**config.mk**
```make
export PLATFORM = sky130hd
export DESIGN_NAME = uart_rx
export DESIGN_NICKNAME = d
export VERILOG_FILES = /design/src/rtl/uart_rx.sv
export SDC_FILE = /design/constraint.sdc
export NUM_CORES = 1
export LEC_CHECK = 0
export BUFFER_PORTS_ARGS = -buffer_cell sky130_fd_sc_hd__buf_2
export CAP_MARGIN = 10
export CORE_ASPECT_RATIO = 0.6
export CORE_MARGIN = 5
export CORE_UTILIZATION = 45
export CTS_CLUSTER_DIAMETER = 30
export DETAILED_ROUTE_END_ITERATION = 10
export PLACE_DENSITY_LB_ADDON = 0.08
export SYNTH_ARGS = -nofsm -noshare
export SYNTH_HDL_FRONTEND = slang
export SYNTH_SLANG_ARGS = --single-unit
```
**constraint.sdc**
```tcl
create_clock -name clk -period 2.34 [get_ports clk]
set_input_delay 0 -clock clk [delete_from_list [all_inputs] [get_ports clk]]
set_output_delay 0 -clock clk [all_outputs]
set_load 0.01 [all_outputs]
```
**src/rtl/uart_rx.sv**
```systemverilog
// uart_rx: 16x-oversampling UART receiver; start bit, DBIT data bits LSB first, optional even parity bit, stop bit.
// Ports: clk; reset (asynchronous, active high); s_tick (16x baud strobe, one clk wide); rx (serial line, idle high);
//        dout (last received word); rx_done_tick (one-cycle pulse per frame); frame_err (stop bit sampled 0);
//        parity_err (even-parity mismatch, constant 0 unless UART_RX_PARITY_EN is defined).
// Build option: define UART_RX_PARITY_EN to insert one even-parity bit between the data bits and the stop bit.
module uart_rx #(
  parameter int DBIT = 8,
  parameter int SB_TICK = 16
) (
  input  logic            clk,
  input  logic            reset,
  input  logic            s_tick,
  input  logic            rx,
  output logic [DBIT-1:0] dout,
  output logic            rx_done_tick,
  output logic            frame_err,
  output logic            parity_err
);
  localparam int SW = (SB_TICK > 16) ? $clog2(SB_TICK) : 4;
  localparam logic [SW-1:0] S_MID = SW'(7);
  localparam logic [SW-1:0] S_BIT = SW'(15);
  localparam logic [SW-1:0] S_STOP = SW'(SB_TICK - 1);
  localparam logic [2:0] N_LAST = 3'(DBIT - 1);
`ifdef UART_RX_PARITY_EN
  typedef enum logic [2:0] {IDLE = 3'd0, START = 3'd1, DATA = 3'd2, STOP = 3'd3, PARITY = 3'd4} state_t;
  localparam state_t AFTER_DATA = PARITY;
  logic p;
`else
  typedef enum logic [2:0] {IDLE = 3'd0, START = 3'd1, DATA = 3'd2, STOP = 3'd3} state_t;
  localparam state_t AFTER_DATA = STOP;
`endif
  state_t          state;
  logic [1:0]      sync;
  logic            rxs;
  logic [SW-1:0]   s;
  logic [2:0]      n;
  logic [DBIT-1:0] b;
  assign rxs = sync[1];
`ifndef UART_RX_PARITY_EN
  assign parity_err = 1'b0;
`endif
  always_ff @(posedge clk or posedge reset)
    if (reset) begin
      sync <= 2'b11;
      state <= IDLE;
      s <= '0;
      n <= '0;
      b <= '0;
      dout <= '0;
      rx_done_tick <= 1'b0;
      frame_err <= 1'b0;
`ifdef UART_RX_PARITY_EN
      p <= 1'b0;
      parity_err <= 1'b0;
`endif
    end else begin
      sync <= {sync[0], rx};
      rx_done_tick <= 1'b0;
      case (state)
        // start detection is immediate so the mid-bit sample lands within one tick of the edge
        IDLE:
          if (!rxs) begin
            state <= START;
            s <= '0;
          end
        // a line that is high again at mid start bit was a glitch
        START:
          if (s_tick) begin
            if (s == S_MID) begin
              state <= rxs ? IDLE : DATA;
              s <= '0;
              n <= '0;
            end else s <= s + 1'b1;
          end
        DATA:
          if (s_tick) begin
            if (s == S_BIT) begin
              s <= '0;
              b <= {rxs, b[DBIT-1:1]};
              if (n == N_LAST) state <= AFTER_DATA;
              else n <= n + 1'b1;
            end else s <= s + 1'b1;
          end
`ifdef UART_RX_PARITY_EN
        PARITY:
          if (s_tick) begin
            if (s == S_BIT) begin
              p <= rxs;
              s <= '0;
              state <= STOP;
            end else s <= s + 1'b1;
          end
`endif
        // data is delivered even on a framing error; a held-low line restarts from IDLE
        STOP:
          if (s_tick) begin
            if (s == S_STOP) begin
              dout <= b;
              frame_err <= ~rxs;
`ifdef UART_RX_PARITY_EN
              parity_err <= (^b) ^ p;
`endif
              rx_done_tick <= 1'b1;
              state <= IDLE;
            end else s <= s + 1'b1;
          end
        default: state <= IDLE;
      endcase
    end
endmodule

```
Word level (Yosys, flattened, before mapping)
Cells that the tools add are included.
- multiplexer cells: 27
- bitwise logic cells: 1
- add/subtract/negate cells: 2
- equal/unequal tests: 16
- reductions and logical operators: 8
- operators with widths (kind ; number):
    3-bit two-way mux ; 13
    4-bit two-way mux ; 7
    2-bit != test, second input constant ; 10
    4-bit one-hot mux with 4 select lines ; 1
    3-bit one-hot mux with 4 select lines ; 1
    6-bit AND reduction ; 2
    8-bit AND reduction ; 1
    3-bit by 2-bit == test with 1-bit output, second input constant ; 2
    3-bit one-hot mux with 2 select lines ; 1
    3-bit AND reduction ; 2
    4-bit by 1-bit adder with 4-bit output, second input constant ; 1
    4-bit by 3-bit == test with 1-bit output, second input constant ; 1
    4-bit == test, second input constant ; 1
    4-bit nonzero test ; 1
    3-bit by 1-bit adder with 3-bit output, second input constant ; 1
    3-bit by 1-bit == test with 1-bit output, second input constant ; 1
    3-bit == test, second input constant ; 1
    3-bit logical NOT ; 1
    1-bit two-way mux ; 3
    2-bit two-way mux ; 1
    2-bit nonzero test ; 1
    1-bit NOT ; 1
- flip-flop bits (word level): 30
- input bits: 4
- output and inout port bits: 11
- word-level logic and storage cells: 62

Depth between registers and ports, before layout
Gate-level depths: netlist of the first run.
- word-level depth: 5
- gate-level depth with buffers: 7
- gate-level depth less buffers: 6

Least setup slack after synthesis of the first run
OpenSTA, ideal clock, no wires.
- kind: reg2reg
- start point: register state[0]
- end point: register s[3]
- library setup time: 65 ps
- path slack: 604 ps
- clock period less this slack: 1736 ps
- required time: 2275 ps
- path buffers: 1
- stages on the path, launching flop included: 8
- arrival time: 1671 ps
- cells stage by stage: dfrtp_1 -> inv_1 -> ha_1 -> buf_6 -> mux2i_1 -> a311o_1 -> nor4_1 -> a211o_1
- cells in the longest elaborated chain, start to end: 3
- elaborated cells on any way between the ends: 12
- classes of those cells: eq/ne: 8; mux: 1; reduce/logical: 3
- ends and longest elaborated chain (element ; line ; source):
    start, declared ; 32 ; state_t state;
    start signal, assigned ; 70 ; state <= rxs ? IDLE : DATA;
    3-bit by 2-bit == test with 1-bit output (tied with other cells) ; 59 ; case (state)
    4-bit nonzero test (no source line) or 2-bit != test (tied branches) ; - ;
    6-bit AND reduction (no source line) ; - ;
    end signal, assigned ; 73 ; end else s <= s + 1'b1;
    end signal, assigned ; 82 ; end else s <= s + 1'b1;
    end signal, assigned ; 105 ; end else s <= s + 1'b1;
    end, declared ; 35 ; logic [SW-1:0] s;
Parallel ways exist; a longest one is shown, timed or not.
A chain may end at the register's enable or synchronous reset.

Final worst setup path of the first run
Ends and elaborated chain as after synthesis.

==> results.sh, run 1 <==
export IMPL_run_status="finished clean"
export IMPL_vias_per_cell=4.99
export IMPL_hold_depth=3
export IMPL_layout_common_cells="dfrtp_1, mux2_2, buf_2"
export IMPL_timing_hold_ws_ns=0.165
export IMPL_die_area_um2=4310
export IMPL_drv_cap=0
export IMPL_die_h_um=52.9
export IMPL_fin_util_pct=54.2
export IMPL_clk_pin_slew_worst_paths_ns=0.06
export IMPL_core_um2=2910
export IMPL_total_power_mw=1.38
export IMPL_wl_met3_um=117
export IMPL_groute_usage_overall_pct=13.6
export IMPL_first_global_vias=815
export IMPL_netlist_instances=111
export IMPL_grt_max_degree=30
export IMPL_synth_edf_count=0
export IMPL_antenna_found_initial=0
export IMPL_final_max_slew_viol_count=0
export IMPL_p_per_area_nw_per_um2=879
export IMPL_clock_skew_ns=0.00463
export IMPL_routed_top_layer="met4"
export IMPL_vdd_drop_max_mv=0.552
export IMPL_cts_resized=0
export IMPL_syn_area_per_cell_um2=12.4
export IMPL_fill_cells=252
export IMPL_cts_sinks=29
export IMPL_fin_area_um2=1580
export IMPL_grt_overflow=0
export IMPL_grt_pass1_wl_um=4140
export IMPL_leakagePower_nw=0.836
export IMPL_clk_path_buf_depth=2
export IMPL_place_gp_congestion=0.833
export IMPL_clock_root_buffer="clkbuf_8"
export IMPL_final_hold_violation_count=0
export IMPL_min_path_type="input port to flip-flop"
export IMPL_end_kind="flip-flop"
export IMPL_ys_flop_type="dfrtp_1"
export IMPL_dr_pass1_iters=4
export IMPL_diodes=0
export IMPL_drive_gt1_share_pct=32.1
export IMPL_reg2reg_to="s[3]$_DFFE_PP0P_"
export IMPL_portBuffers=13
export IMPL_dp_worst_setup_slack_ns=0.298
export IMPL_syn_area_um2=1380
export IMPL_synth_seq_cells=29
export IMPL_final_setup_tns_ns=0
export IMPL_wirelength_met1_um=1220
export IMPL_cts_buffers=5
export IMPL_hold_end="n[2]$_DFFE_PP0P_"
export IMPL_slew_headroom_pct=65.5
export IMPL_placementRows=15
export IMPL_fin_nets=143
export IMPL_drtIter0Drc=27
export IMPL_fin_ws_ns=0.259
export IMPL_start_util_pct=47.4
export IMPL_dp_cells=163
export IMPL_seq_area_frac_synth_pct=52.8
export IMPL_fin_crit_sh_pct=88.9
export IMPL_hpwlAfterDp_um=1680
export IMPL_reg2reg_slack_ns=0.26
export IMPL_dieWidth_um=81.5
export IMPL_async_flop_share_pct=100
export IMPL_io_pins=15
export IMPL_stdcell_count=173
export IMPL_insertion_delay_ns=0.27
export IMPL_drc_errors=0
export IMPL_met2WireLength_um=1070
export IMPL_cts_htree_levels=2
export IMPL_antenna_left=0
export IMPL_worst_slew_pin_slew_ns=0.516
export IMPL_detail_route_wl_per_cell_um=14.1
export IMPL_cts_tree="built"
export IMPL_finalSetupViolCount=0
export IMPL_dpl_cell_area_um2=1470
export IMPL_start_kind="flip-flop"
export IMPL_min_period_ns=2.08
export IMPL_reg2reg_from="state[0]$_DFFE_PP0P_"
export IMPL_critPathArrivalTime_ns=2.29
export IMPL_cp_required_ns=2.55
export IMPL_worstSetupPathType="flip-flop to flip-flop"
export IMPL_synth_fp_nets=124
export IMPL_vias=864
export IMPL_reg2reg_depth=6
export IMPL_clock_fmax_ghz=0.481
export IMPL_synth_cell_type_count=31
export IMPL_synthToLayoutAreaGrowth_pct=14.2
export IMPL_hp_start="s_tick"
export IMPL_final_common_cell="dfrtp_1"
export IMPL_cts_hold_buffers=2
export IMPL_rsz0062_at_grt="no"
export IMPL_cts_setup_buffers=0
export IMPL_crit_fanout=11
export IMPL_routed_wirelength_um=2440
export IMPL_yosys_warnings=0
[synthesized netlist by cell type, types with 2 or more instances]
master	instances	area [um^2]
o21ai_0	3	15.0
nor2_1	4	15.0
dfstp_2	2	52.6
dfrtp_1	27	676
inv_1	8	30.0
mux2i_1	4	40.0
nand3_1	6	30.0
nand2_1	5	18.8
and3_1	2	12.5
buf_4	2	15.0
ha_1	9	113
nor2b_1	3	18.8
mux2_2	18	203
[cell type report]
cell class	count	area, um^2	area share (%)
inverter	8	30.0	1.91
clock buffer	6	72.6	4.61
multi-input combinational	70	589	37.4
tap	42	52.6	3.34
clock inverter	2	10.0	0.635
sequential	29	728	46.2
timing repair buffer	16	92.6	5.88
[worst max-delay path, stage by stage (launching register included)]
cell	delay [ns]
dfrtp_1	0.43
inv_1	0.12
ha_1	0.35
nor3_2	0.35
o221ai_1	0.31
nor4_1	0.31
a211o_1	0.15
[sequential cells by signal, indices dropped and copies added, names as in the netlist]
name	flops
b	8
dout	8
s	4
n	3
state	2
sync	2
frame_err	1
rx_done_tick	1
[worst max-delay path by stage]
stage	slack, ns	endpoint	start	cells past startpoint
floorplan	0.60	s[3]$_DFFE_PP0P_	state[0]$_DFFE_PP0P_	7
global placement	0.42	s[0]$_DFFE_PP0P_	state[0]$_DFFE_PP0P_	6
detailed placement	0.30	s[3]$_DFFE_PP0P_	state[0]$_DFFE_PP0P_	6
CTS	0.28	s[3]$_DFFE_PP0P_	state[0]$_DFFE_PP0P_	6
global route	0.05	s[3]$_DFFE_PP0P_	state[0]$_DFFE_PP0P_	6
finish	0.26	s[3]$_DFFE_PP0P_	state[0]$_DFFE_PP0P_	6
[cells by family (layout without fill, tap and decap cells)]
family          Yosys count  count (layout)  share of synthesized area, %
buf+inv                  12              32                          4.45
simple gates             24              24                          8.89
compound gates           14              14                          7.81
other cells               1               1                         0.272
fa+ha+maj                 9               9                          8.17
flops                    29              29                          52.8
mux                      22              22                          17.6
[routing by layer]
metal | up-vias | GRT usage [%]
li1 | 423 | -
met1 | 416 | 18.2
met4 | 0 | 5.90
met3 | 4 | 5.10
met2 | 21 | 19.5
met5 | - | 0
[where the power goes]
group,internal [mW],total (mW),switching [mW]
Combinational,0.170,0.406,0.236
Clock,0.205,0.386,0.180
Sequential,0.545,0.592,0.0472
Total,0.920,1.38,0.464
Note: power is estimated with default switching activity, not from simulation.
==> run 2: changes to the inputs <==
--- a/config.mk
+++ b/config.mk
@@ -7,12 +7,11 @@
 export LEC_CHECK = 0
 export BUFFER_PORTS_ARGS = -buffer_cell sky130_fd_sc_hd__buf_2
 export CAP_MARGIN = 10
-export CORE_ASPECT_RATIO = 0.6
+export CORE_ASPECT_RATIO = 1.25
 export CORE_MARGIN = 5
 export CORE_UTILIZATION = 45
 export CTS_CLUSTER_DIAMETER = 30
 export DETAILED_ROUTE_END_ITERATION = 10
-export PLACE_DENSITY_LB_ADDON = 0.08
 export SYNTH_ARGS = -nofsm -noshare
 export SYNTH_HDL_FRONTEND = slang
 export SYNTH_SLANG_ARGS = --single-unit
==> run 2 against run 1 <==
  * Die area decreased by 0.68%
  * Non-clock buffer count unchanged
  * Highest routed layer unchanged
  * Via count increased by 2.3%
  * First-iteration DRC count decreased by 56%
  * Largest cell class unchanged
  * Global-route usage decreased by 0.34 points
==> results.sh, run 2 (same netlist as run 1, synthesis figures left out) <==
export IMPL_run_status="finished clean"
export IMPL_min_path_type="input port to flip-flop"
export IMPL_hold_depth=3
export IMPL_wl_met3_um=93
export IMPL_startpoint="state[0]$_DFFE_PP0P_"
export IMPL_hp_start="s_tick"
export IMPL_crit_fanout=11
export IMPL_cp_required_ns=2.61
export IMPL_drc_errors=0
export IMPL_antenna_left=0
export IMPL_finalSetupViolCount=0
export IMPL_largestRegisters="b: 8 flops, dout: 8 flops, s: 4 flops"
export IMPL_min_period_ns=2.06
export IMPL_place_gp_congestion=0.862
export IMPL_wirelength_met1_um=979
export IMPL_worstSetupPathType="flip-flop to flip-flop"
export IMPL_critPathArrivalTime_ns=2.33
export IMPL_cts_buffers=5
export IMPL_drive_gt1_share_pct=32.1
export IMPL_final_common_cell="dfrtp_1"
export IMPL_rsz0062_at_grt="no"
export IMPL_core_um2=2950
export IMPL_reg2reg_depth=6
export IMPL_die_h_um=71.9
export IMPL_placementRows=22
export IMPL_total_power_mw=1.42
export IMPL_cts_setup_buffers=0
export IMPL_dr_pass1_iters=2
export IMPL_diodes=0
export IMPL_seqCellArea_um2=728
export IMPL_start_kind="flip-flop"
export IMPL_slew_headroom_pct=65.9
export IMPL_cts_hold_buffers=2
export IMPL_clock_fmax_ghz=0.485
export IMPL_cts_resized=0
export IMPL_p_per_area_nw_per_um2=901
export IMPL_io_pins=15
export IMPL_drtIter0Drc=12
export IMPL_detail_route_wl_per_cell_um=14.0
export IMPL_cts_htree_levels=2
export IMPL_clk_path_buf_depth=2
export IMPL_start_util_pct=46.8
export IMPL_drv_cap=0
export IMPL_synthToLayoutAreaGrowth_pct=13.9
export IMPL_fill_cells=265
export IMPL_worst_slew_pin_slew_ns=0.511
export IMPL_end_kind="flip-flop"
export IMPL_vdd_drop_max_mv=0.549
export IMPL_layout_common_cells="dfrtp_1, mux2_2, buf_2"
export IMPL_clock_skew_ns=0.0114
export IMPL_final_max_slew_viol_count=0
export IMPL_die_area_um2=4280
export IMPL_insertion_delay_ns=0.32
export IMPL_reg2reg_from="state[0]$_DFFE_PP0P_"
export IMPL_dieWidth_um=59.5
export IMPL_fin_crit_sh_pct=88.0
export IMPL_fin_nets=143
export IMPL_met2WireLength_um=1220
export IMPL_vias_per_cell=5.29
export IMPL_vias=884
export IMPL_final_setup_tns_ns=0
export IMPL_grt_pass1_wl_um=4220
export IMPL_leakagePower_nw=0.836
export IMPL_first_global_vias=960
export IMPL_hpwlAfterDp_um=1730
export IMPL_portBuffers=13
export IMPL_groute_usage_overall_pct=13.3
export IMPL_routed_top_layer="met4"
export IMPL_cts_tree="built"
export IMPL_antenna_found_initial=0
export IMPL_grt_overflow=0
export IMPL_clock_root_buffer="clkbuf_4"
export IMPL_routed_wirelength_um=2330
export IMPL_final_hold_violation_count=0
export IMPL_clk_pin_slew_worst_paths_ns=0.09
export IMPL_cts_sinks=29
export IMPL_multi_input_area_um2=589
export IMPL_grt_max_degree=30
-- run 2: path summary, 6_finish.rpt --
path,end,slack (ns)
worst max-delay path,s[3]$_DFFE_PP0P_,0.28
worst min-delay path,n[2]$_DFFE_PP0P_,0.10
worst max register to register,s[3]$_DFFE_PP0P_,0.28
worst min register to register,sync[1]$_DFF_PP1_,0.36
max in group asynchronous,sync[1]$_DFF_PP1_,1.76
min in group asynchronous,frame_err$_DFFE_PP0P_,0.27
-- run 2: layout make-up --
| cell class | instances | area share, % |
|---|---|---|
| Timing Repair Buffer | 16 | 5.90 |
| Clock inverter | 1 | 1.91 |
| Tap cell | 36 | 2.87 |
| Clock buffer | 7 | 3.51 |
| Multi-Input combinational cell | 70 | 37.5 |
| Sequential cell | 29 | 46.4 |
| Inverter | 8 | 1.91 |
-- run 2: where the power goes --
| group | total, mW | internal [mW] | leakage (nW) | switching [mW] |
|---|---|---|---|---|
| Sequential | 0.587 | 0.544 | 0.384 | 0.0431 |
| Combinational | 0.407 | 0.170 | 0.407 | 0.237 |
| Clock | 0.421 | 0.255 | 0.0455 | 0.166 |
| Total | 1.42 | 0.969 | 0.836 | 0.446 |
-- run 2: per-layer routing --
metal | up-vias | track usage [%]
li1 | 427 | -
met1 | 434 | 15.0
met2 | 17 | 22.1
met3 | 6 | 5.05
met4 | 0 | 5.17
met5 | - | 0
-- run 2: through the flow --
stage	setup slack (ns)	area (um^2)	util [%]	hold slack, ns	instances
after floorplan	0.604	1380	-	0.00448	111
after CTS	0.276	1570	53.3	0.0825	167
final	0.280	1570	53.3	0.100	167
after global placement	0.437	1470	49.7	0.0828	157
after detailed placement	0.311	1470	49.7	0.0903	157
after global routing	0.0930	1570	53.3	0.0933	167
-- run 2: worst max-delay path, cell delays in order, from the launching register on --
cell      delay [ns]
dfrtp_1         0.43
inv_1           0.11
ha_1            0.34
nor3_2          0.36
o221ai_1        0.31
nor4_1          0.31
a211o_1         0.14
==> run 3: changes to the inputs <==
--- a/config.mk
+++ b/config.mk
@@ -9,9 +9,10 @@
 export CAP_MARGIN = 10
 export CORE_ASPECT_RATIO = 1.25
 export CORE_MARGIN = 5
-export CORE_UTILIZATION = 45
+export CORE_UTILIZATION = 56
 export CTS_CLUSTER_DIAMETER = 30
 export DETAILED_ROUTE_END_ITERATION = 10
+export PLACE_DENSITY = 0.77
 export SYNTH_ARGS = -nofsm -noshare
 export SYNTH_HDL_FRONTEND = slang
 export SYNTH_SLANG_ARGS = --single-unit
==> run 3 against run 2 <==
  * Clock power is 2% higher
  * Sequential power hardly changed
  * Non-clock buffer count stayed put
  * First-iteration DRC count is 130% higher
  * Core utilization is 12 points higher
  * Critical path type unchanged
  * Largest cell class unchanged
==> results.sh, run 3 (same netlist as run 1, synthesis figures left out) <==
export IMPL_run_status="finished clean"
export IMPL_end_kind="flip-flop"
export IMPL_antenna_left=0
export IMPL_critPathArrivalTime_ns=2.28
export IMPL_reg2reg_depth=6
export IMPL_routed_wirelength_um=2210
export IMPL_clock_fmax_ghz=0.500
export IMPL_grt_overflow=0
export IMPL_grt_util_met3_pct=4.31
export IMPL_largestRegisters="b: 8 flops, dout: 8 flops, s: 4 flops"
export IMPL_clkPwrFrac_pct=30.2
export IMPL_fin_area_um2=1570
export IMPL_fill_cells=211
export IMPL_place_gp_congestion=0.868
export IMPL_start_kind="flip-flop"
export IMPL_cts_buffers=5
export IMPL_core_um2=2400
export IMPL_finalSetupViolCount=0
export IMPL_clk_pin_slew_worst_paths_ns=0.10
export IMPL_dp_cells=154
export IMPL_cp_required_ns=2.62
export IMPL_slew_headroom_pct=63.8
export IMPL_clock_root_buffer="clkbuf_4"
export IMPL_cts_sinks=29
export IMPL_die_h_um=65.5
export IMPL_busiest_layer="met2"
export IMPL_crit_fanout=11
export IMPL_vdd_drop_max_mv=0.656
export IMPL_leakagePower_nw=0.836
export IMPL_path_cells="inv_1 -> ha_1 -> nor3_2 -> o221ai_1 -> nor4_1 -> a211o_1"
export IMPL_hold_depth=3
export IMPL_swShare_pct=31.7
export IMPL_p_int_mw=0.969
export IMPL_final_hold_violation_count=0
export IMPL_portBuffers=13
export IMPL_clk_path_buf_depth=2
export IMPL_reg2reg_slack_ns=0.34
export IMPL_stdcell_count=164
export IMPL_reg2reg_to="s[3]$_DFFE_PP0P_"
export IMPL_final_max_slew_viol_count=0
export IMPL_die_area_um2=3560
export IMPL_min_path_type="input port to flip-flop"
export IMPL_p_per_area_nw_per_um2=906
export IMPL_final_setup_tns_ns=0
export IMPL_hold_end="n[2]$_DFFE_PP0P_"
export IMPL_fin_crit_sh_pct=85.5
export IMPL_antenna_found_initial=0
export IMPL_rsz0062_at_grt="no"
export IMPL_insertion_delay_ns=0.33
export IMPL_hpwlAfterDp_um=1540
export IMPL_fin_nets=143
export IMPL_p_seq_share_pct=41.3
export IMPL_final_common_cell="dfrtp_1"
export IMPL_dr_pass1_iters=4
export IMPL_groute_usage_overall_pct=15.1
export IMPL_cts_resized=0
export IMPL_crit_slowest_cell="dfrtp_1"
export IMPL_drive_gt1_share_pct=32.1
export IMPL_drc_errors=0
export IMPL_cts_tree="built"
export IMPL_dpl_cell_area_um2=1460
export IMPL_placementRows=20
export IMPL_hp_start="s_tick"
export IMPL_clock_skew_ns=0.0138
export IMPL_diodes=0
export IMPL_vias=909
export IMPL_power_switching_mw=0.450
export IMPL_cts_htree_levels=2
export IMPL_detail_route_wl_per_cell_um=13.5
export IMPL_slowest_delay_ns=0.42
export IMPL_grt_pass1_wl_um=3800
export IMPL_grtUsageMet2_pct=22.6
export IMPL_dieWidth_um=54.4
export IMPL_reg2reg_from="state[0]$_DFFE_PP0P_"
export IMPL_start_util_pct=57.4
export IMPL_min_period_ns=2.00
export IMPL_cts_hold_buffers=2
export IMPL_vias_per_cell=5.54
export IMPL_worstSetupPathType="flip-flop to flip-flop"
export IMPL_drv_cap=0
export IMPL_drtIter0Drc=27
export IMPL_p_comb_share_pct=28.5
export IMPL_grt_met1_usage_pct=18.3
export IMPL_first_global_vias=884
export IMPL_cts_setup_buffers=0
export IMPL_layout_common_cells="dfrtp_1, mux2_2, buf_2"
export IMPL_worst_slew_pin_slew_ns=0.541
export IMPL_synthToLayoutAreaGrowth_pct=13.6
export IMPL_grt_max_degree=30
export IMPL_io_pins=15
## run 3: final cells by class
class,instances,area [um^2],share of cell area [%]
inverter,8,30.0,1.92
multi-input combinational,70,589,37.6
clock inverter,1,30.0,1.92
timing repair buffer,16,92.6,5.91
clock buffer,7,55.1,3.51
sequential,29,728,46.5
tap,33,41.3,2.64
## run 3: power groups by stage
stage               registers, mW  logic, mW  clock network [mW]
finish                      0.587      0.404               0.428
global route                0.594      0.451               0.459
CTS                         0.587      0.403               0.438
detailed placement          0.596      0.399                   0
global placement            0.592      0.380                   0
floorplan                   0.587      0.343                   0
## run 3: through the flow
step	hold WS (ns)	util [%]	total power [mW]	worst slack, ns
6_report	0.0854	65.2	1.42	0.338
5_1_grt	0.119	65.2	1.50	0.152
4_1_cts	0.0796	65.2	1.43	0.340
3_5_place_dp	0.0866	60.8	0.995	0.352
3_3_place_gp	0.0765	60.8	0.973	0.444
2_1_floorplan	0.00448	-	0.930	0.604
## run 3: routing by layer
layer	vias to the layer above	part of all wire [%]
li1	428	-
met1	439	40
met2	34	52
met3	8	5.6
met4	0	2.7
met5	-	0
## run 3: worst max-delay path by stage
stage	startpoint	end	slack [ns]	depth (start not counted)
global route	state[0]$_DFFE_PP0P_	s[3]$_DFFE_PP0P_	0.15	6
floorplan	state[0]$_DFFE_PP0P_	s[3]$_DFFE_PP0P_	0.60	7
detailed placement	state[0]$_DFFE_PP0P_	s[3]$_DFFE_PP0P_	0.35	6
finish	state[0]$_DFFE_PP0P_	s[3]$_DFFE_PP0P_	0.34	6
global placement	state[0]$_DFFE_PP0P_	s[0]$_DFFE_PP0P_	0.44	6
CTS	state[0]$_DFFE_PP0P_	s[3]$_DFFE_PP0P_	0.34	6
## run 3: worst max-delay path, delay by kind of cell (launching register included)
| family | cells | cell delay (ns) |
|---|---|---|
| and+or+nand+nor | 2 | 0.65 |
| AOI/OAI and AO/OA | 2 | 0.43 |
| DFF | 1 | 0.42 |
| adders and majority gates | 1 | 0.34 |
| buffers and inverters | 1 | 0.11 |
